### config.mk
export PLATFORM = sky130hd
export DESIGN_NAME = vector_loader
export DESIGN_NICKNAME = d
export VERILOG_FILES = /design/src/rtl/vl_pkg.sv /design/src/rtl/vl_valid_delay.sv /design/src/rtl/vector_loader.sv
export SDC_FILE = /design/constraint.sdc
export NUM_CORES = 1
export LEC_CHECK = 0
export ABC_AREA = 1
export CORE_AREA = 4 4 282 284
export CTS_BUF_LIST = sky130_fd_sc_hd__clkbuf_8
export CTS_CLUSTER_DIAMETER = 120
export CTS_CLUSTER_SIZE = 28
export DETAILED_ROUTE_END_ITERATION = 10
export DIE_AREA = 0 0 286 288
export DONT_BUFFER_PORTS = 1
export HOLD_SLACK_MARGIN = 0.02
export PLACE_DENSITY = 0.47
export SYNTH_ARGS = -nofsm -noshare
export SYNTH_HDL_FRONTEND = slang
export SYNTH_SLANG_ARGS = --single-unit
### constraint.sdc
create_clock -name clk -period 4.05 [get_ports clk]
set_clock_uncertainty 0.2 [all_clocks]
set_input_delay 0.81 -clock clk [delete_from_list [all_inputs] [get_ports clk]]
set_output_delay 0.81 -clock clk [all_outputs]
set_load 0.02 [all_outputs]
### src/rtl/vl_pkg.sv
// -----------------------------------------------------------------------------
// vl_pkg
// Shared definitions for the vector loader:
//   - default sample width and vector length
//   - loader FSM state encoding
//   - tree_latency(n): pipeline depth of the downstream adder tree that
//     consumes a vector of n samples (two tree levels per register stage,
//     plus one output register).
// No ports (package).
// -----------------------------------------------------------------------------
package vl_pkg;

  localparam int DEFAULT_WIDTH      = 17;
  localparam int DEFAULT_INPUT_SIZE = 32;

  typedef enum logic {
    FILL  = 1'b0,
    ISSUE = 1'b1
  } vl_state_t;

  function automatic int tree_latency(input int n);
    return (($clog2(n) + 1) / 2) + 1;
  endfunction

endpackage

### src/rtl/vl_valid_delay.sv
// -----------------------------------------------------------------------------
// vl_valid_delay
// DEPTH-stage shift register that delays a single-bit valid flag so it lines
// up with the output of the downstream adder tree.
// Ports:
//   clk        in   rising-edge clock
//   reset_n    in   asynchronous active-low reset, clears every stage
//   in_valid   in   flag to be delayed
//   out_valid  out  in_valid delayed by DEPTH cycles
// -----------------------------------------------------------------------------
module vl_valid_delay #(
  parameter int DEPTH = 4
) (
  input  logic clk,
  input  logic reset_n,
  input  logic in_valid,
  output logic out_valid
);

  generate
    if (DEPTH < 1) begin : g_passthrough
      assign out_valid = in_valid;
    end else begin : g_shift
      logic [DEPTH-1:0] stage_reg;

      for (genvar gi = 0; gi < DEPTH; gi++) begin : g_stage
        // Stage 0 samples the input; every later stage samples its predecessor.
        logic stage_in;
        if (gi == 0) begin : g_first
          assign stage_in = in_valid;
        end else begin : g_next
          assign stage_in = stage_reg[gi-1];
        end

        always_ff @(posedge clk or negedge reset_n) begin
          if (!reset_n) begin
            stage_reg[gi] <= 1'b0;
          end else begin
            stage_reg[gi] <= stage_in;
          end
        end
      end

      assign out_valid = stage_reg[DEPTH-1];
    end
  endgenerate

endmodule

### src/rtl/vector_loader.sv
// -----------------------------------------------------------------------------
// vector_loader
// Collects a stream of signed samples into an INPUT_SIZE-wide vector for a
// pipelined adder tree. When the vector is complete it is presented for
// exactly one cycle (vec_valid), then all slots clear and filling restarts.
// sum_valid marks the cycle the downstream tree output belongs to that vector.
//
// Optional feature (macro VECTOR_LOADER_FLUSH_EN): adds a flush input that
// presents a partially filled vector; unfilled slots stay zero.
//
// Ports:
//   clk        in   rising-edge clock
//   reset_n    in   asynchronous active-low reset
//   in_data    in   WIDTH-bit signed sample
//   in_valid   in   in_data valid this cycle
//   in_ready   out  loader accepts a sample this cycle
//   flush      in   (VECTOR_LOADER_FLUSH_EN only) issue the partial vector
//   vec_data   out  INPUT_SIZE x WIDTH-bit signed vector
//   vec_valid  out  vec_data is a complete, stable vector this cycle
//   sum_valid  out  vec_valid delayed by TREE_LATENCY cycles
// -----------------------------------------------------------------------------
module vector_loader
  import vl_pkg::*;
#(
  parameter int WIDTH        = DEFAULT_WIDTH,
  parameter int INPUT_SIZE   = DEFAULT_INPUT_SIZE,
  parameter int TREE_LATENCY = vl_pkg::tree_latency(INPUT_SIZE)
) (
  input  logic                    clk,
  input  logic                    reset_n,
  input  logic signed [WIDTH-1:0] in_data,
  input  logic                    in_valid,
  output logic                    in_ready,
`ifdef VECTOR_LOADER_FLUSH_EN
  input  logic                    flush,
`endif
  output logic signed [WIDTH-1:0] vec_data [INPUT_SIZE],
  output logic                    vec_valid,
  output logic                    sum_valid
);

  localparam int IDX_W = $clog2(INPUT_SIZE + 1);
  localparam logic [IDX_W-1:0] LAST_IDX = IDX_W'(INPUT_SIZE - 1);

  vl_state_t        state_reg;
  vl_state_t        state_next;
  logic [IDX_W-1:0] index_reg;

  logic accept;
  logic last_sample;
  logic flush_req;

  // Acceptance is derived straight from the state register (not from in_ready)
  // so the next-state logic below has no combinational feedback through it.
  // While reset_n is low nothing is accepted.
  assign accept      = in_valid && reset_n && (state_reg == FILL);
  assign last_sample = accept && (index_reg == LAST_IDX);

`ifdef VECTOR_LOADER_FLUSH_EN
  // A flush only issues when the vector will hold at least one sample after
  // this edge: either earlier samples exist or one is accepted right now.
  assign flush_req = flush && (state_reg == FILL) && ((index_reg != '0) || accept);
`else
  assign flush_req = 1'b0;
`endif

  // ---------------------------------------------------------------------------
  // FSM
  // ---------------------------------------------------------------------------
  always_ff @(posedge clk or negedge reset_n) begin
    if (!reset_n) begin
      state_reg <= FILL;
    end else begin
      state_reg <= state_next;
    end
  end

  always_comb begin
    state_next = state_reg;
    in_ready   = 1'b0;
    vec_valid  = 1'b0;
    case (state_reg)
      FILL: begin
        in_ready = reset_n;
        // Final sample and flush in the same cycle still give one ISSUE.
        if (last_sample || flush_req) begin
          state_next = ISSUE;
        end
      end
      ISSUE: begin
        vec_valid  = 1'b1;
        state_next = FILL;
      end
      default: begin
        state_next = FILL;
      end
    endcase
  end

  // ---------------------------------------------------------------------------
  // Write index
  // ---------------------------------------------------------------------------
  always_ff @(posedge clk or negedge reset_n) begin
    if (!reset_n) begin
      index_reg <= '0;
    end else if (state_reg == ISSUE) begin
      index_reg <= '0;
    end else if (accept) begin
      index_reg <= index_reg + IDX_W'(1);
    end
  end

  // ---------------------------------------------------------------------------
  // Vector slots: each slot loads only when the write index points at it, and
  // all of them clear together on the edge that leaves ISSUE.
  // ---------------------------------------------------------------------------
  generate
    for (genvar gi = 0; gi < INPUT_SIZE; gi++) begin : g_slot
      logic signed [WIDTH-1:0] slot_reg;

      always_ff @(posedge clk or negedge reset_n) begin
        if (!reset_n) begin
          slot_reg <= '0;
        end else if (state_reg == ISSUE) begin
          slot_reg <= '0;
        end else if (accept && (index_reg == IDX_W'(gi))) begin
          slot_reg <= in_data;
        end
      end

      assign vec_data[gi] = slot_reg;
    end
  endgenerate

  // ---------------------------------------------------------------------------
  // sum_valid alignment with the adder-tree pipeline
  // ---------------------------------------------------------------------------
  vl_valid_delay #(
    .DEPTH(TREE_LATENCY)
  ) u_valid_delay (
    .clk      (clk),
    .reset_n  (reset_n),
    .in_valid (vec_valid),
    .out_valid(sum_valid)
  );

endmodule

==> results.py, run 1 <==
metrics = {
    "status": {
        "status": "finished with violations",
        "violations": "negative hold slack, max-slew violations",
    },
    "clock_network": {
        "cts_root_buf": "clkbuf_8",
        "cts_tree": "done",
        "clk_latency_ns": 0.70,
        "numCtsBuffers": 25,
        "htreeDepth": 1,
        "clk_path_buf_depth": 3,
        "cts.reportedPaths.clkPinSlew_ns": 0.17,
        "clock-sinks": 555,
    },
    "synth": {
        "synth_top_area_frac": 0.6073,
        "synth_cell_types": 21,
        "synthCells": 2560,
        "syn_avg_cell_area_um2": 8.933,
        "synth.top_cells.by_area": "dfrtp_1 61%, nand2_1 18%, nand3_1 12%",
        "yosys_warnings": 0,
        "synth_seq_area_share": 0.6073,
        "syn_nets": 2584,
        "ys_ff_latch": 555,
        "synth_top_area_cell": "dfrtp_1",
        "netlist_area_um2": 22870,
    },
    "routing": {
        "drtIter0Drc": 1501,
        "wl_per_cell_um": 25.26,
        "ant_nets": 0,
        "via_per_inst": 5.013,
        "drt_wl_total_um": 87700,
        "drc": 0,
        "drtPass1Iterations": 6,
        "num_vias": 17405,
    },
    "worst_setup_path": {
        "crit_buf_inv": 1,
        "start_kind": "flop",
        "path_max_fanout": 48,
        "endpoint_kind": "flop",
        "crit_type": "flop to flop",
        "path_delay_family": "simple AND/OR/NAND/NOR gates",
        "cp.required_ns": 4.43,
        "cp.arrival_ns": 3.78,
        "critPathMaxStageDelay_ns": 0.82,
        "crit_chain": "inv_8, nand3_1, nor2_2, nand2_1, nand3_1, nand2_1",
        "slowest_stage": "nand2_1",
    },
    "worst_hold_path": {
        "hp-class": "primary input to asynchronous set/reset pin",
    },
    "pwr": {
        "powerDensity_nw_per_um2": 626.6,
        "power_mw": 15.10,
        "ir_worst_vdd_mv": 0.2412,
        "power_leakage_nw": 13.39,
    },
    "placement": {
        "io_buffers": 0,
        "dpl.hpwl_um": 54730,
        "dpl-instance-area_um2": 23650,
        "gp_congestion": 0.8050,
    },
    "grt": {
        "gr-usage-all-layers": 0.2043,
        "grt_pass1_vias": 16666,
        "antenna_found_initial": 1,
        "grt_pass1_wl_um": 125900,
        "overflow": 0,
        "grt_max_degree": 559,
    },
    "cells_and_area": {
        "final_area_um2": 24110,
        "syn_to_final_growth_pct": 5.411,
        "post-route-util": 0.3127,
        "fill_cells": 8121,
        "nNetsFinal": 2451,
        "register_area_um2": 13890,
        "multi_input_area_um2": 8055,
        "final_layout_size_suffix_gt1_frac": 0.06376,
        "largest_reg_flops": 544,
    },
    "timing": {
        "timing.final.crit_share": 0.8408,
        "drv_slew": 166,
        "rsz0062_at_grt": "false",
        "tns_ns": 0,
        "period_needed_ns": 3.405,
        "fmax_mhz": 293.7,
        "worst_slew_pin_slew_ns": 1.882,
        "timing.hold.ws_ns": -0.4230,
        "finalSetupViolCount": 0,
        "worst_slew_margin_rel": -0.2547,
        "hold_viol_final": 469,
    },
    "floorplanning": {
        "core_um2": 77080,
        "die_height_um": 288,
        "start_util": 0.2967,
        "die-area_um2": 82370,
        "rows": 102,
        "fp.dieW_um": 286,
        "ios": 567,
    },
    "flow_run": {
        "maxCapViolCount": 0,
    },
}
[per-stage QoR]
step,instances,worst slack [ns]
3_3_place_gp,3440,0.5916
6_report,3472,0.6446
2_1_floorplan,2560,1.852
5_1_grt,3472,0.3979
3_5_place_dp,3440,0.6067
4_1_cts,3471,0.6098
[synth_stat cells (all sizes together)]
cell / instances
a21oi: 3
buf: 86
clkbuf: 96
dfrtp: 555
ha: 4
inv: 51
nand2: 1142
nand3: 550
nor2: 69
nor3: 1
o21ai: 3
[cell families after synthesis]
group,share of synthesized area
buf+inv,0.04601
simple gates,0.3432
fa+ha+maj,0.002189
compound gates,0.001313
flops,0.6073
[worst register-to-register path: cells and delay by family, from the launching register on]
family,cells,cell delay [ns]
buffers and inverters,1,0.32
AND/OR/NAND/NOR,5,2.13
flip-flops,1,0.63
[per-layer routing]
layer	wire (µm)	track usage
met2	41760	0.3404
met1	34890	0.2542
met3	8060	0.06405
met5	0	0
met4	2984	0.06370
[layout by cell type, fill, tap and decap left out, types with 4 or more instances in the layout]
cell type and count:
nand2_2 21, buf_4 19, inv_1 31, nor2_8 21, inv_2 20, clkbuf_8 25
nand3_1 550, nor2_1 13, dfrtp_1 554, nand2_4 4, nor2_4 32, nand2_1 1117
ha_1 4
[cell type report]
| cell class | instances | share of cell area |
|---|---|---|
| multi-input combinational | 1772 | 0.3342 |
| timing repair buffer | 22 | 0.008409 |
| tap | 1040 | 0.05398 |
| inverter | 51 | 0.008253 |
| clock inverter | 6 | 0.004620 |
| clock buffer | 25 | 0.01427 |
| antenna | 1 | 0.0001038 |
| sequential | 555 | 0.5762 |
[power by group]
| group | internal, mW | leakage, nW | total [mW] | switching (mW) |
|---|---|---|---|---|
| Sequential | 6.97 | 7.52 | 10.4 | 3.43 |
| Clock | 0.673 | 0.230 | 2.50 | 1.82 |
| Combinational | 0.842 | 5.64 | 2.21 | 1.36 |
| Total | 8.49 | 13.4 | 15.1 | 6.62 |
[final timing paths]
path | cells past startpoint | slack, ns | to | from
setup / recovery | 6 | 0.64 | g_slot[28].slot_reg[15]$_DFFE_PN0P_ | state_reg$_DFF_PN0_
hold reg to reg | 0 | 0.17 | u_valid_delay.out_valid$_DFF_PN0_ | u_valid_delay.g_shift.g_stage[3].stage_in$_DFF_PN0_
min in group clk | 0 | 0.17 | u_valid_delay.out_valid$_DFF_PN0_ | u_valid_delay.g_shift.g_stage[3].stage_in$_DFF_PN0_
max in group asynchronous | 0 | 2.57 | g_slot[14].slot_reg[1]$_DFFE_PN0P_ | reset_n
setup reg to reg | 6 | 0.64 | g_slot[28].slot_reg[15]$_DFFE_PN0P_ | state_reg$_DFF_PN0_
hold / removal | 0 | -0.42 | u_valid_delay.out_valid$_DFF_PN0_ | reset_n
[timing repair]
item,in CTS,in global routing
resized for setup,0,0
endpoints found under the hold margin,555,555
buffers inserted,0,0
Note: power is estimated with default switching activity, not from simulation.
==> run 2: changes to the inputs <==
Clock period 4.05 ns to 3.55 ns, I/O delays scaled along.
==> results.py, run 2 (synthesis results as in run 1) <==
metrics = {
    "routing": {
        "wl_per_cell_um": 25.63,
        "drtIter0Drc": 1561,
        "ant_nets": 0,
        "num_vias": 17392,
        "via_per_inst": 5.001,
        "drc": 0,
        "drtPass1Iterations": 9,
        "drt_wl_total_um": 89150,
    },
    "grt": {
        "grt_max_degree": 559,
        "overflow": 0,
        "grt_pass1_wl_um": 126100,
        "grt_pass1_vias": 16466,
        "gr-usage-all-layers": 0.2063,
        "antenna_found_initial": 3,
    },
    "floorplanning": {
        "ios": 567,
        "core_um2": 77080,
        "die-area_um2": 82370,
        "rows": 102,
        "start_util": 0.2967,
        "die_height_um": 288,
        "fp.dieW_um": 286,
    },
    "pwr": {
        "p_comb_frac": 0.148,
        "pwr-share-clk": 0.163,
        "ir_worst_vdd_mv": 0.2854,
        "p_int_mw": 9.646,
        "switching_share": 0.4395,
        "power_leakage_nw": 13.45,
        "seq_power_share": 0.690,
        "power_mw": 17.21,
        "powerDensity_nw_per_um2": 710.3,
        "netSwitchingPower_mw": 7.563,
    },
    "timing": {
        "fmax_mhz": 336.8,
        "timing.hold.ws_ns": -0.5042,
        "timing.final.crit_share": 0.8363,
        "period_needed_ns": 2.969,
        "finalSetupViolCount": 0,
        "drv_slew": 236,
        "rsz0062_at_grt": "false",
        "worst_slew_margin_rel": -0.6139,
        "worst_slew_pin_slew_ns": 2.421,
        "hold_viol_final": 444,
        "tns_ns": 0,
        "setup_ws_ns": 0.5813,
    },
    "flow_run": {
        "maxCapViolCount": 0,
    },
    "cells_and_area": {
        "layout_common_cells": "1117 x nand2_1, 554 x dfrtp_1, 550 x nand3_1",
        "final_layout_size_suffix_gt1_frac": 0.06527,
        "largest_reg_flops": 544,
        "syn_to_final_growth_pct": 5.942,
        "layout.cells.non_filler": 3478,
        "nNetsFinal": 2455,
        "mostFrequentLayoutCell": "nand2_1",
    },
    "clock_network": {
        "clk_path_buf_depth": 3,
        "numCtsBuffers": 25,
        "cts_root_buf": "clkbuf_8",
        "cts.reportedPaths.clkPinSlew_ns": 0.19,
        "clk_latency_ns": 0.70,
        "clock-sinks": 555,
        "cts_tree": "done",
        "htreeDepth": 1,
    },
    "status": {
        "status": "finished with violations",
        "violations": "negative hold slack, max-slew violations",
    },
    "worst_setup_path": {
        "cp.arrival_ns": 3.35,
        "cp.required_ns": 3.93,
        "path_max_fanout": 58,
        "crit_type": "flop to flop",
        "endpoint_kind": "flop",
        "start_kind": "flop",
    },
    "placement": {
        "dpl_worst_slack_ns": 0.08572,
        "dp_cells": 3444,
        "dpl.hpwl_um": 57040,
        "io_buffers": 0,
        "gp_congestion": 0.8038,
    },
    "worst_hold_path": {
        "hp-class": "primary input to asynchronous set/reset pin",
    },
}
run 2: power by group through the flow:
stage / Combinational (mW) / Sequential, mW / Clock [mW]
finish: 2.54 / 11.9 / 2.80
global route: 2.94 / 12.0 / 3.13
CTS: 2.58 / 11.9 / 2.93
detailed placement: 2.57 / 12.0 / 0
global placement: 2.47 / 12.0 / 0
floorplan: 2.05 / 11.1 / 0
run 2: through the flow:
step,cell area (µm²),util
6_report,24230,0.3143
5_1_grt,24220,0.3143
3_5_place_dp,23780,0.3085
4_1_cts,24220,0.3142
3_3_place_gp,23780,0.3085
2_1_floorplan,22870,-
run 2: final timing paths:
kind	endpoint	slack (ns)	startpoint	depth (start not counted)
max	g_slot[28].slot_reg[3]$_DFFE_PN0P_	0.58	state_reg$_DFF_PN0_	6
min	u_valid_delay.out_valid$_DFF_PN0_	-0.50	reset_n	0
max reg2reg	g_slot[28].slot_reg[3]$_DFFE_PN0P_	0.58	state_reg$_DFF_PN0_	6
min reg2reg	u_valid_delay.g_shift.g_stage[2].stage_in$_DFF_PN0_	0.17	u_valid_delay.g_shift.g_stage[1].stage_in$_DFF_PN0_	0
max in group asynchronous	g_slot[12].slot_reg[6]$_DFFE_PN0P_	1.78	reset_n	0
min in group clk	g_slot[0].slot_reg[10]$_DFFE_PN0P_	0.11	in_data[10]	4
run 2: critical path: stages, from the launching register on:
cell,delay (ns)
dfrtp_2,0.50
inv_8,0.28
nand3_1,0.22
nor2_4,0.58
nand2_1,0.73
nand3_1,0.25
nand2_1,0.07
run 2: area by class of cell:
| class | count | area, µm² |
|---|---|---|
| Tap cell | 1040 | 1301 |
| Sequential cell | 555 | 13890 |
| Antenna cell | 2 | 5.005 |
| Multi-Input combinational cell | 1772 | 8060 |
| Fill cell | 8051 | 52860 |
| Inverter | 51 | 198.9 |
| Clock buffer | 26 | 357.8 |
| Clock inverter | 6 | 81.33 |
| Timing Repair Buffer | 26 | 332.8 |
run 2: timing repair:
item,CTS,global route
hold endpoints to repair,555,555
setup buffers,0,0
gates resized for setup,0,1
setup endpoints to repair,0,19
run 2: metal layers:
layer	global-route usage	up-vias	wire length (µm)
li1	-	7813	-
met2	0.3376	732	41770
met1	0.2638	8708	36150
met5	0	-	13
met3	0.06500	137	8303
met4	0.05898	2	2910
==> run 3: changes to the inputs <==
Settings changed: PLACE_DENSITY 0.47 to 0.49.
Clock period 3.55 ns to 2.6 ns, I/O delays scaled along.
==> results.py, run 3 (synthesis results as in run 1) <==
metrics = {
    "placement": {
        "dpl-instance-area_um2": 24050,
        "dpl.hpwl_um": 57210,
        "gp_congestion": 0.8446,
        "dp_cells": 3477,
        "io_buffers": 0,
    },
    "grt": {
        "grt_pass1_vias": 16988,
        "grt_pass1_wl_um": 125300,
        "antenna_found_initial": 2,
        "grt_max_degree": 559,
        "gr-usage-all-layers": 0.2031,
        "overflow": 0,
    },
    "routing": {
        "drc": 0,
        "drtPass1Iterations": 6,
        "num_vias": 17495,
        "drt_wl_total_um": 87410,
        "via_per_inst": 4.980,
        "wl_per_cell_um": 24.88,
        "drtIter0Drc": 1455,
        "ant_nets": 0,
    },
    "worst_hold_path": {
        "hp-class": "primary input to asynchronous set/reset pin",
    },
    "clock_network": {
        "numCtsBuffers": 24,
        "cts.reportedPaths.clkPinSlew_ns": 0.17,
        "clk_latency_ns": 0.69,
        "cts_root_buf": "clkbuf_8",
        "htreeDepth": 1,
        "clk_path_buf_depth": 3,
        "clock-sinks": 555,
        "cts_tree": "done",
        "holdBufCountCts": 6,
    },
    "timing": {
        "period_needed_ns": 2.502,
        "hold_viol_final": 555,
        "timing.final.crit_share": 0.9624,
        "timing.hold.ws_ns": -0.6955,
        "finalSetupViolCount": 0,
        "worst_slew_margin_rel": 0.04943,
        "rsz0062_at_grt": "false",
        "worst_slew_pin_slew_ns": 1.426,
        "drv_slew": 0,
        "fmax_mhz": 399.6,
        "tns_ns": 0,
    },
    "worst_setup_path": {
        "endpoint_kind": "output port",
        "cp.required_ns": 1.88,
        "rrSetupSlack_ns": 0.27,
        "start_kind": "flop",
        "path_max_fanout": 16,
        "cp.arrival_ns": 1.78,
        "crit_type": "flop to output port",
    },
    "pwr": {
        "power_leakage_nw": 13.62,
        "powerDensity_nw_per_um2": 956.1,
        "ir_worst_vdd_mv": 0.3343,
        "power_mw": 23.46,
    },
    "cells_and_area": {
        "largest_reg_flops": 544,
        "layout.cells.non_filler": 3513,
        "final_layout_size_suffix_gt1_frac": 0.07767,
        "mostFrequentLayoutCell": "nand2_1",
        "layout_common_cells": "1117 x nand2_1, 554 x dfrtp_1, 550 x nand3_1",
        "syn_to_final_growth_pct": 7.310,
        "final_area_um2": 24540,
        "nNetsFinal": 2493,
    },
    "flow_run": {
        "maxCapViolCount": 0,
    },
    "status": {
        "violations": "negative hold slack",
        "status": "finished with violations",
    },
    "floorplanning": {
        "ios": 567,
        "die_height_um": 288,
        "start_util": 0.2967,
        "fp.dieW_um": 286,
        "core_um2": 77080,
        "rows": 102,
        "die-area_um2": 82370,
    },
}
-- run 3: through the flow --
stage | utilization | setup WS [ns]
after floorplan | - | 0.6916
after global placement | 0.3120 | 0.3530
after detailed placement | 0.3120 | 0.2035
after CTS | 0.3183 | 0.02208
after global routing | 0.3184 | 0.02847
final | 0.3184 | 0.09779
-- run 3: repair_timing --
action / 4_1_cts / 5_1_grt
endpoints found under the setup margin: 1 / 0
setup buffers: 0 / 0
hold endpoints to repair: 585 / 555
gates resized for setup: 3 / 0
-- run 3: final cells by class --
cell class	instances	area [µm²]
fillers	8063	52540
repair buffers	65	673.1
well taps	1040	1301
clock inverters	4	72.57
diodes	1	2.502
inverters	51	198.9
flip-flops and latches	555	13890
multi-input cells	1772	8058
clock buffers	25	344.1
-- run 3: worst paths after layout --
kind | endpoint | cells after the start | start
min in group clk | g_slot[3].slot_reg[10]$_DFFE_PN0P_ | 5 | in_data[10]
max in group asynchronous | g_slot[19].slot_reg[4]$_DFFE_PN0P_ | 0 | reset_n
worst max register to register | g_slot[21].slot_reg[13]$_DFFE_PN0P_ | 7 | index_reg[1]$_DFFE_PN0P_
worst min-delay path | g_slot[6].slot_reg[9]$_DFFE_PN0P_ | 0 | reset_n
worst max-delay path | in_ready | 2 | state_reg$_DFF_PN0_
worst min register to register | u_valid_delay.g_shift.g_stage[3].stage_in$_DFF_PN0_ | 0 | u_valid_delay.g_shift.g_stage[2].stage_in$_DFF_PN0_
-- run 3: critical path, stage by stage (launching register included) --
cell and delay [ns]:
dfrtp_2 0.54, buf_8 0.23, nor2_2 0.27
-- run 3: layer usage --
layer  global-route usage  vias to the layer above  share of wire
met1               0.2508                     8738           0.39
met3              0.06754                      119          0.097
li1                     -                     7890              -
met4              0.06172                        2          0.035
met5                    0                        -        0.00011
met2               0.3387                      746           0.48
-- run 3: where the power goes --
| part | internal (mW) | total, mW | switching, mW |
|---|---|---|---|
| logic | 1.38 | 3.50 | 2.12 |
| registers | 10.9 | 16.2 | 5.33 |
| clock network | 1.00 | 3.77 | 2.76 |
| total | 13.3 | 23.5 | 10.2 |
